**config.mk**
```make
export PLATFORM = sky130hd
export DESIGN_NAME = dsp48_a1
export DESIGN_NICKNAME = d
export VERILOG_FILES = /design/src/rtl/dsp48a1_pkg.sv /design/src/rtl/dsp_reg_mux.sv /design/src/rtl/dsp48_a1.sv
export SDC_FILE = /design/constraint.sdc
export NUM_CORES = 2
export LEC_CHECK = 0
export BUFFER_PORTS_ARGS = -buffer_cell sky130_fd_sc_hd__buf_4
export CAP_MARGIN = 15
export CORE_MARGIN = 2
export CORE_UTILIZATION = 45
export CTS_BUF_LIST = sky130_fd_sc_hd__clkbuf_4 sky130_fd_sc_hd__clkbuf_8 sky130_fd_sc_hd__clkbuf_16
export CTS_CLUSTER_SIZE = 40
export DETAILED_ROUTE_END_ITERATION = 12
export HOLD_SLACK_MARGIN = 0.05
export MAX_ROUTING_LAYER = met4
export PLACE_DENSITY = 0.64
export SLEW_MARGIN = 20
export SYNTH_ARGS = -nofsm -noshare
export SYNTH_HDL_FRONTEND = slang
export SYNTH_SLANG_ARGS = --single-unit
```
**constraint.sdc**
```tcl
create_clock -name clk -period 7.59 [get_ports clk]
set_clock_uncertainty 0.2 [all_clocks]
set_input_delay 0 -clock clk [delete_from_list [all_inputs] [get_ports clk]]
set_output_delay 0 -clock clk [all_outputs]
set_load 0.1 [all_outputs]
```
**src/rtl/dsp48a1_pkg.sv**
```systemverilog
// rtl/dsp48a1_pkg.sv - OPMODE field positions and X/Z mux select encodings for dsp48_a1
package dsp48a1_pkg;

    localparam int OP_X_LSB       = 0;
    localparam int OP_Z_LSB       = 2;
    localparam int OP_B1_PREADD   = 4;
    localparam int OP_CARRY       = 5;
    localparam int OP_PREADD_SUB  = 6;
    localparam int OP_POSTADD_SUB = 7;

    typedef enum logic [1:0] {
        X_ZERO   = 2'd0,
        X_M      = 2'd1,
        X_P      = 2'd2,
        X_CONCAT = 2'd3
    } x_sel_e;

    typedef enum logic [1:0] {
        Z_ZERO = 2'd0,
        Z_PCIN = 2'd1,
        Z_P    = 2'd2,
        Z_C    = 2'd3
    } z_sel_e;

endpackage

```
**src/rtl/dsp_reg_mux.sv**
```systemverilog
// rtl/dsp_reg_mux.sv - one pipeline stage: optional register with CE and async active-low reset
module dsp_reg_mux #(
    parameter int WIDTH = 18,
    parameter int REG   = 1
) (
    input  logic             clk,
    input  logic             rst_n,
    input  logic             ce,
    input  logic [WIDTH-1:0] d,
    output logic [WIDTH-1:0] q
);

    logic [WIDTH-1:0] q_r;

    always_ff @(posedge clk or negedge rst_n) begin
        if (!rst_n) begin
            q_r <= '0;
        end else if (ce) begin
            q_r <= d;
        end
    end

    // REG = 0 leaves the register dangling so synthesis prunes it
    assign q = (REG != 0) ? q_r : d;

endmodule

```
**src/rtl/dsp48_a1.sv**
```systemverilog
// rtl/dsp48_a1.sv - DSP48A1-style pre-add/multiply/post-add slice; DSP48A1_CASCADE_EN enables BCIN as B source
module dsp48_a1
    import dsp48a1_pkg::*;
#(
    parameter int A0REG       = 0,
    parameter int A1REG       = 1,
    parameter int B0REG       = 0,
    parameter int B1REG       = 1,
    parameter int CREG        = 1,
    parameter int DREG        = 1,
    parameter int MREG        = 1,
    parameter int PREG        = 1,
    parameter int CARRYINREG  = 1,
    parameter int CARRYOUTREG = 1,
    parameter int OPMODEREG   = 1,
    parameter     CARRYINSEL  = "OPMODE5",
    parameter     B_INPUT     = "DIRECT"
) (
    input  logic        clk,
    input  logic        RSTA,
    input  logic        RSTB,
    input  logic        RSTC,
    input  logic        RSTD,
    input  logic        RSTM,
    input  logic        RSTP,
    input  logic        RSTCARRYIN,
    input  logic        RSTOPMODE,
    input  logic        CEA,
    input  logic        CEB,
    input  logic        CEC,
    input  logic        CED,
    input  logic        CEM,
    input  logic        CEP,
    input  logic        CECARRYIN,
    input  logic        CEOPMODE,
    input  logic [17:0] A,
    input  logic [17:0] B,
    input  logic [17:0] D,
    input  logic [47:0] C,
    input  logic [17:0] BCIN,
    input  logic [47:0] PCIN,
    input  logic        CARRYIN,
    input  logic [7:0]  OPMODE,
    output logic [47:0] P,
    output logic [35:0] M,
    output logic [17:0] BCOUT,
    output logic [47:0] PCOUT,
    output logic        CARRYOUT,
    output logic        CARRYOUTF
);

    logic [7:0]  op_r;
    logic [17:0] a0_r, a1_r, b_src, b0_r, b1_in, b1_r, d_r, preadd;
    logic [47:0] c_r, p_r, x_mux, z_mux;
    logic [35:0] mult, m_r;
    logic        cin_src, cin_r, cout_r;
    logic [48:0] postadd;

    dsp_reg_mux #(.WIDTH(8), .REG(OPMODEREG)) u_opmode (
        .clk(clk), .rst_n(RSTOPMODE), .ce(CEOPMODE), .d(OPMODE), .q(op_r));

    dsp_reg_mux #(.WIDTH(18), .REG(A0REG)) u_a0 (
        .clk(clk), .rst_n(RSTA), .ce(CEA), .d(A), .q(a0_r));
    dsp_reg_mux #(.WIDTH(18), .REG(A1REG)) u_a1 (
        .clk(clk), .rst_n(RSTA), .ce(CEA), .d(a0_r), .q(a1_r));

`ifdef DSP48A1_CASCADE_EN
    assign b_src = (B_INPUT == "CASCADE") ? BCIN : B;
`else
    // BCIN stays on the port list for drop-in compatibility but is not used
    logic unused_bcin;
    assign unused_bcin = ^BCIN ^ (B_INPUT == "CASCADE");
    assign b_src = B;
`endif

    dsp_reg_mux #(.WIDTH(18), .REG(B0REG)) u_b0 (
        .clk(clk), .rst_n(RSTB), .ce(CEB), .d(b_src), .q(b0_r));
    dsp_reg_mux #(.WIDTH(18), .REG(DREG)) u_d (
        .clk(clk), .rst_n(RSTD), .ce(CED), .d(D), .q(d_r));

    assign preadd = op_r[OP_PREADD_SUB] ? (d_r - b0_r) : (d_r + b0_r);
    assign b1_in  = op_r[OP_B1_PREADD] ? preadd : b0_r;

    dsp_reg_mux #(.WIDTH(18), .REG(B1REG)) u_b1 (
        .clk(clk), .rst_n(RSTB), .ce(CEB), .d(b1_in), .q(b1_r));

    assign mult = {18'd0, a1_r} * {18'd0, b1_r};

    dsp_reg_mux #(.WIDTH(36), .REG(MREG)) u_m (
        .clk(clk), .rst_n(RSTM), .ce(CEM), .d(mult), .q(m_r));
    dsp_reg_mux #(.WIDTH(48), .REG(CREG)) u_c (
        .clk(clk), .rst_n(RSTC), .ce(CEC), .d(C), .q(c_r));

    always_comb begin
        x_mux = '0;
        case (x_sel_e'(op_r[OP_X_LSB +: 2]))
            X_ZERO:   x_mux = '0;
            X_M:      x_mux = {12'd0, m_r};
            X_P:      x_mux = p_r;
            X_CONCAT: x_mux = {d_r[11:0], a1_r, b1_r};
            default:  x_mux = '0;
        endcase
    end

    always_comb begin
        z_mux = '0;
        case (z_sel_e'(op_r[OP_Z_LSB +: 2]))
            Z_ZERO:  z_mux = '0;
            Z_PCIN:  z_mux = PCIN;
            Z_P:     z_mux = p_r;
            Z_C:     z_mux = c_r;
            default: z_mux = '0;
        endcase
    end

    assign cin_src = (CARRYINSEL == "CARRYIN") ? CARRYIN : op_r[OP_CARRY];

    dsp_reg_mux #(.WIDTH(1), .REG(CARRYINREG)) u_cin (
        .clk(clk), .rst_n(RSTCARRYIN), .ce(CECARRYIN), .d(cin_src), .q(cin_r));

    // Subtract mode: the 49th bit of Z - (X + CIN) is the borrow
    assign postadd = op_r[OP_POSTADD_SUB]
                   ? ({1'b0, z_mux} - ({1'b0, x_mux} + {48'd0, cin_r}))
                   : ({1'b0, z_mux} + {1'b0, x_mux} + {48'd0, cin_r});

    dsp_reg_mux #(.WIDTH(48), .REG(PREG)) u_p (
        .clk(clk), .rst_n(RSTP), .ce(CEP), .d(postadd[47:0]), .q(p_r));
    dsp_reg_mux #(.WIDTH(1), .REG(CARRYOUTREG)) u_cout (
        .clk(clk), .rst_n(RSTCARRYIN), .ce(CECARRYIN), .d(postadd[48]), .q(cout_r));

    assign P         = p_r;
    assign PCOUT     = p_r;
    assign M         = m_r;
    assign BCOUT     = b1_r;
    assign CARRYOUT  = cout_r;
    assign CARRYOUTF = cout_r;

endmodule

```
# Word level (Yosys, flattened, before mapping)
# Index checks and enable logic that the tools add are counted.
dict set report classes {
  n_mux 5
  reduce_logical 2
  n_bitwise 0
  n_eq_ne 6
  add_sub_neg 6
  shift 0
  n_mul 1
  magnitude_cmp 0
  div_mod_pow 0
}
# op count
set ops {}
lappend ops {{$pmux 48 s4} 2}
lappend ops {{$add 48x1->49} 1}
lappend ops {{$add 48x48->49} 1}
lappend ops {{$add 49x1->49} 1}
lappend ops {{$mux 49} 1}
lappend ops {{$sub 48x49->49} 1}
lappend ops {{$mul 18x18->36} 1}
lappend ops {{$mux 18} 2}
lappend ops {{$add 18x18->18} 1}
lappend ops {{$sub 18x18->18} 1}
lappend ops {{$eq 2x2->1 const B} 4}
lappend ops {{$eq 2x1->1 const B} 2}
lappend ops {{$logic_not 2->1} 2}
dict set report word_totals {
  latchBits 0
  n_memories 0
  word_cells 29
  ram_bits 0
  in_bits 194
  reg_bits 196
  mem_bits_ro 0
  out_inout_bits 152
}

# Depth between registers and ports, before layout
dict set report logic_depth {
  depth_word 5
  mapped_depth 26
  depth_no_buf 25
}

# Hierarchy
# A second synthesis with hierarchy kept.
dict set report hier_totals {
  hier_cells 3103
  area_unflattened_um2 28797.6
}
# mod n_inst cells_each area_per_inst_um2
set modules_own_cells {}
lappend modules_own_cells {dsp48_a1 1 2654 20738.6}
lappend modules_own_cells {{dsp_reg_mux at u_c ...} 2 101 1860.5}
lappend modules_own_cells {{dsp_reg_mux at u_a1 ...} 3 38 721.9}
lappend modules_own_cells {{dsp_reg_mux at u_m} 1 76 1490.2}
lappend modules_own_cells {{dsp_reg_mux at u_opmode} 1 17 331.6}
lappend modules_own_cells {{dsp_reg_mux at u_a0 ...} 2 18 135.1}
lappend modules_own_cells {{dsp_reg_mux at u_cin ...} 2 2 40.0}

# Worst setup path after synthesis
# Ideal clock, no wire load.
dict set report synth_timing {
  path_type {register -> register}
  start {reg u_b1.q_r[9], in the netlist u_b1.q[9]}
  end {reg u_m.q_r[34], in the netlist u_m.q[34]}
  setup_time_ns 0.126
  arrival_time_ns 6.746
  stages_incl_launch_ff 25
  required_time_ns 7.264
  path_buffers 2
  period_less_slack_ns 7.071
  setup_slack_ns 0.519
  path_cell_list {dfrtp_1 clkbuf_1 clkbuf_1 nand2_1 fa_1 inv_1 fa_1 inv_1 fa_1 inv_1 fa_1 fa_1 inv_1 fa_1 inv_1 ha_1 nand3_1 a2111oi_0 o21ai_0 a21oi_1 nor2_1 o311a_1 o21ai_0 xor2_1 mux2_2}
}
dict set report synth_between {
  elab_chain_cells 1
}
# item line
set synth_rtl {}
lappend synth_rtl {{from (decl)} dsp_reg_mux.sv:13} ;# logic [WIDTH-1:0] q_r;
lappend synth_rtl {{from (signal assigned)} dsp_reg_mux.sv:17} ;# q_r <= '0;
lappend synth_rtl {{from (signal assigned)} dsp_reg_mux.sv:19} ;# q_r <= d;
lappend synth_rtl {{$mul 18x18->36} dsp48_a1.sv:87} ;# assign mult = {18'd0, a1_r} * {18'd0, b1_r};
lappend synth_rtl {{to (signal assigned)} dsp_reg_mux.sv:17}
lappend synth_rtl {{to (signal assigned)} dsp_reg_mux.sv:19}
lappend synth_rtl {{to (decl)} dsp_reg_mux.sv:13}
# No other way between the ends.
# A chain may end at the register's enable or synchronous reset.

# Worst setup path in the final report
dict set report layout_timing {
  start {reg u_b1.q_r[7], in the netlist u_b1.q[7]}
  end {reg u_m.q_r[34], in the netlist u_m.q[34]}
}
# The elaborated chain is that of the path after synthesis.

==> results.cfg <==
[synthesis]
syn-num-nets = 3851
muxShareOfSynthArea_pct = 9.39
syn_area_mm2 = 0.0276
async_reset_ff_share_pct = 100
yosysSeqAreaShare_pct = 17.8
syn_inst = 3129
synthAdderAreaFrac_pct = 31.0
synth_compound_area_share_pct = 15.1
synth_edf_count = 0
synth_xor_area_share_pct = 4.38
synthSimpleGateAreaFrac_pct = 12.7
yosysWarnings = 0
synth.avg_cell_area_um2 = 8.83
yosysUniqueCellTypes = 80
synth_ff_type = dfrtp_1
synth_top_family_by_area = adder cells
synth.ff_latch_count = 196

[timing]
rsz0062_at_grt = no
fin_crit_ns = 7.06
final_hold_viol_count = 0
drv_slew = 0
fmax_mhz = 142
tns_ns = 0
period_share_pct = 93.0
setup_viol = 0
holdWs_ns = 0.108
worst_pin_slew_ns = 1.01
slew-limit-headroom_pct = 31.6

[die]
dieHeight_um = 252
die_w_um = 252
design.core.area_mm2 = 0.0605
fp.dieArea_mm2 = 0.0634
initial_utilization_pct = 45.7
rows = 90
pin_count = 346

[clocking]
cts_tree = yes
cts_inserted_buffers = 17
root_buffer = clkbuf_16
clk_pin_slew_ns = 0.09
cts.sinks = 196
htreeDepth = 4
cts_resized = 0
clk_latency_ns = 0.50
clockBufferDepth = 2

[worst_setup_path]
cp.required_ns = 7.78
crit_buf_inv = 5
max_stage_delay_ns = 0.64
critPathTopFamily = adder cells
crit_chain = buf_4, and2_1, fa_1, inv_1, fa_1, fa_1, fa_1, inv_1, fa_1, inv_1, fa_1, inv_1, ha_1, nand2_1, a2111oi_0, o21ai_0, a21oi_1, nor2_1, o311a_1, o21ai_0, xor2_1, mux2_2
cp-end-kind = flop
cpMaxStageDelayCell = a2111oi_0
cp_max_fo = 14
r2r_slack_ns = 0.53
cp-start-kind = flop
path_common_cell = fa_1
critPathArrivalTime_ns = 7.25
crit_type = flop to flop

[job]
drv_cap = 0

[worst_hold_path]
holdCritPathClass = input pin to flop

[layout]
drive_above_1_share_pct = 17.6
fin_cells = 4384
fin_area_mm2 = 0.0338
area_delta_synth_final_pct = 22.4
finalNetCount = 4308

[grt]
overflow = 0
grt_max_degree = 79
first_global_vias = 24300
antenna_found_initial = 4
grt_pass1_wl_um = 140000
grtUsageTotal_pct = 29.6

[drt]
vias_per_cell = 5.44
ant_nets = 0
totalWireLength_um = 90500
drt_iter0_markers = 1688
num_vias = 23900
wl_per_cell_um = 20.6
route.detailed.drc = 0
dr.pass1.iters = 5

[run_status]
status = finished, final reports clean

[placement]
dpl_cell_area_mm2 = 0.0304
portBuffers = 326
finalWeightedCongestion = 0.953
place_inst = 4074
place_hpwl_um = 69600
==> synthesized netlist by cell type, drive strengths merged (33+ instances only) <==
cell type  number  area share (%)
inv           446             6.1
nand2         273             3.7
ha            267              12
fa            261              19
a21oi         200             3.6
mux2          199             8.1
dfrtp         196              18
nor2          180             2.4
clkbuf        151             2.1
and2          141             3.2
o21ai         102             1.9
xnor2          96             3.0
a21o           74             2.0
a22o           64             2.0
buf            61             1.5
xor2           42             1.3
mux2i          35             1.3
nor2b          33            0.75
==> stage by stage <==
stage | util [%] | setup WS, ns
floorplan | - | 0.519
global placement | 50.3 | 0.631
detailed placement | 50.3 | 0.552
CTS | 55.9 | 0.498
global route | 55.9 | 0.214
finish | 55.9 | 0.529
==> path summary, 6_finish.rpt <==
path | end | cells past startpoint | from
setup / recovery | u_m.q[34]$_DFFE_PN0P_ | 22 | u_b1.q[7]$_DFFE_PN0P_
hold / removal | u_cin.q$_DFFE_PN0P_ | 3 | CECARRYIN
setup reg to reg | u_m.q[34]$_DFFE_PN0P_ | 22 | u_b1.q[7]$_DFFE_PN0P_
hold reg to reg | u_cin.q$_DFFE_PN0P_ | 2 | u_opmode.q[5]$_DFFE_PN0P_
max in group asynchronous | u_d.q[1]$_DFFE_PN0P_ | 3 | RSTD
min in group asynchronous | u_cin.q$_DFFE_PN0P_ | 3 | RSTCARRYIN
==> timing repair <==
item,CTS,global route
setup buffers,0,0
endpoints found under the hold margin,356,0
hold buffers,275,0
==> layout make-up <==
type,instances,area [µm²]
Fill cell,5414,26700
Multi-Input combinational cell,2273,20100
Sequential cell,196,4910
Clock buffer,18,433
Tap cell,782,978
Inverter,448,1680
Clock inverter,14,115
Timing Repair Buffer,650,5630
Antenna cell,3,7.51
==> layout by cell type (no fill, tap or decap), types with 19 or more instances in the layout <==
cell / n
inv_1: 446
mux2i_1: 35
and2_1: 141
nor2b_1: 31
xor2_1: 42
dlygate4sd3_1: 270
xnor2_1: 96
nor2_1: 180
ha_1: 267
a21o_1: 74
nand2_1: 273
mux2_2: 198
a22oi_1: 24
fa_1: 261
o21ai_0: 97
a22o_1: 64
a21oi_1: 200
o21bai_1: 25
nand3_1: 27
nor3_1: 19
buf_4: 375
dfrtp_1: 192
==> logic make-up after synthesis <==
| logic type | after synthesis |
|---|---|
| AND/OR/NAND/NOR | 747 |
| buffers and inverters | 660 |
| AO/OA/AOI/OAI | 626 |
| adder cells (fa/ha/maj) | 528 |
| multiplexers | 234 |
| flip-flops | 196 |
| XOR/XNOR | 138 |
==> sequential cells by signal (all words and copies together) (netlist names) <==
| register | cells |
|---|---|
| u_m.q | 36 |
| u_cout.q | 1 |
| u_cin.q | 1 |
| u_p.q | 48 |
| u_opmode.q | 8 |
| u_d.q | 18 |
| u_b1.q | 18 |
| u_c.q | 48 |
| u_a1.q | 18 |
==> worst reg2reg max path, cell delays in order, from the launching register on <==
cell       delay, ns
dfrtp_1         0.55
buf_4           0.27
and2_1          0.16
fa_1            0.50
inv_1           0.05
fa_1            0.40
fa_1            0.52
fa_1            0.55
inv_1           0.05
fa_1            0.47
inv_1           0.05
fa_1            0.48
inv_1           0.04
ha_1            0.36
nand2_1         0.08
a2111oi_0       0.64
o21ai_0         0.25
a21oi_1         0.27
nor2_1          0.13
o311a_1         0.35
o21ai_0         0.22
xor2_1          0.09
mux2_2          0.26
==> metal layers <==
layer / vias to the layer above / global-route usage (%) / share of wire [%]
li1: 11200 / - / -
met5: - / - / 0
met1: 11700 / 39.5 / 45
met3: 152 / 4.81 / 6.4
met2: 760 / 45.1 / 45
met4: 0 / 11.8 / 4.0
Power is left out: the tool's default activity adds up to more than one toggle a clock period on the data nets, which glitch-free logic cannot reach.
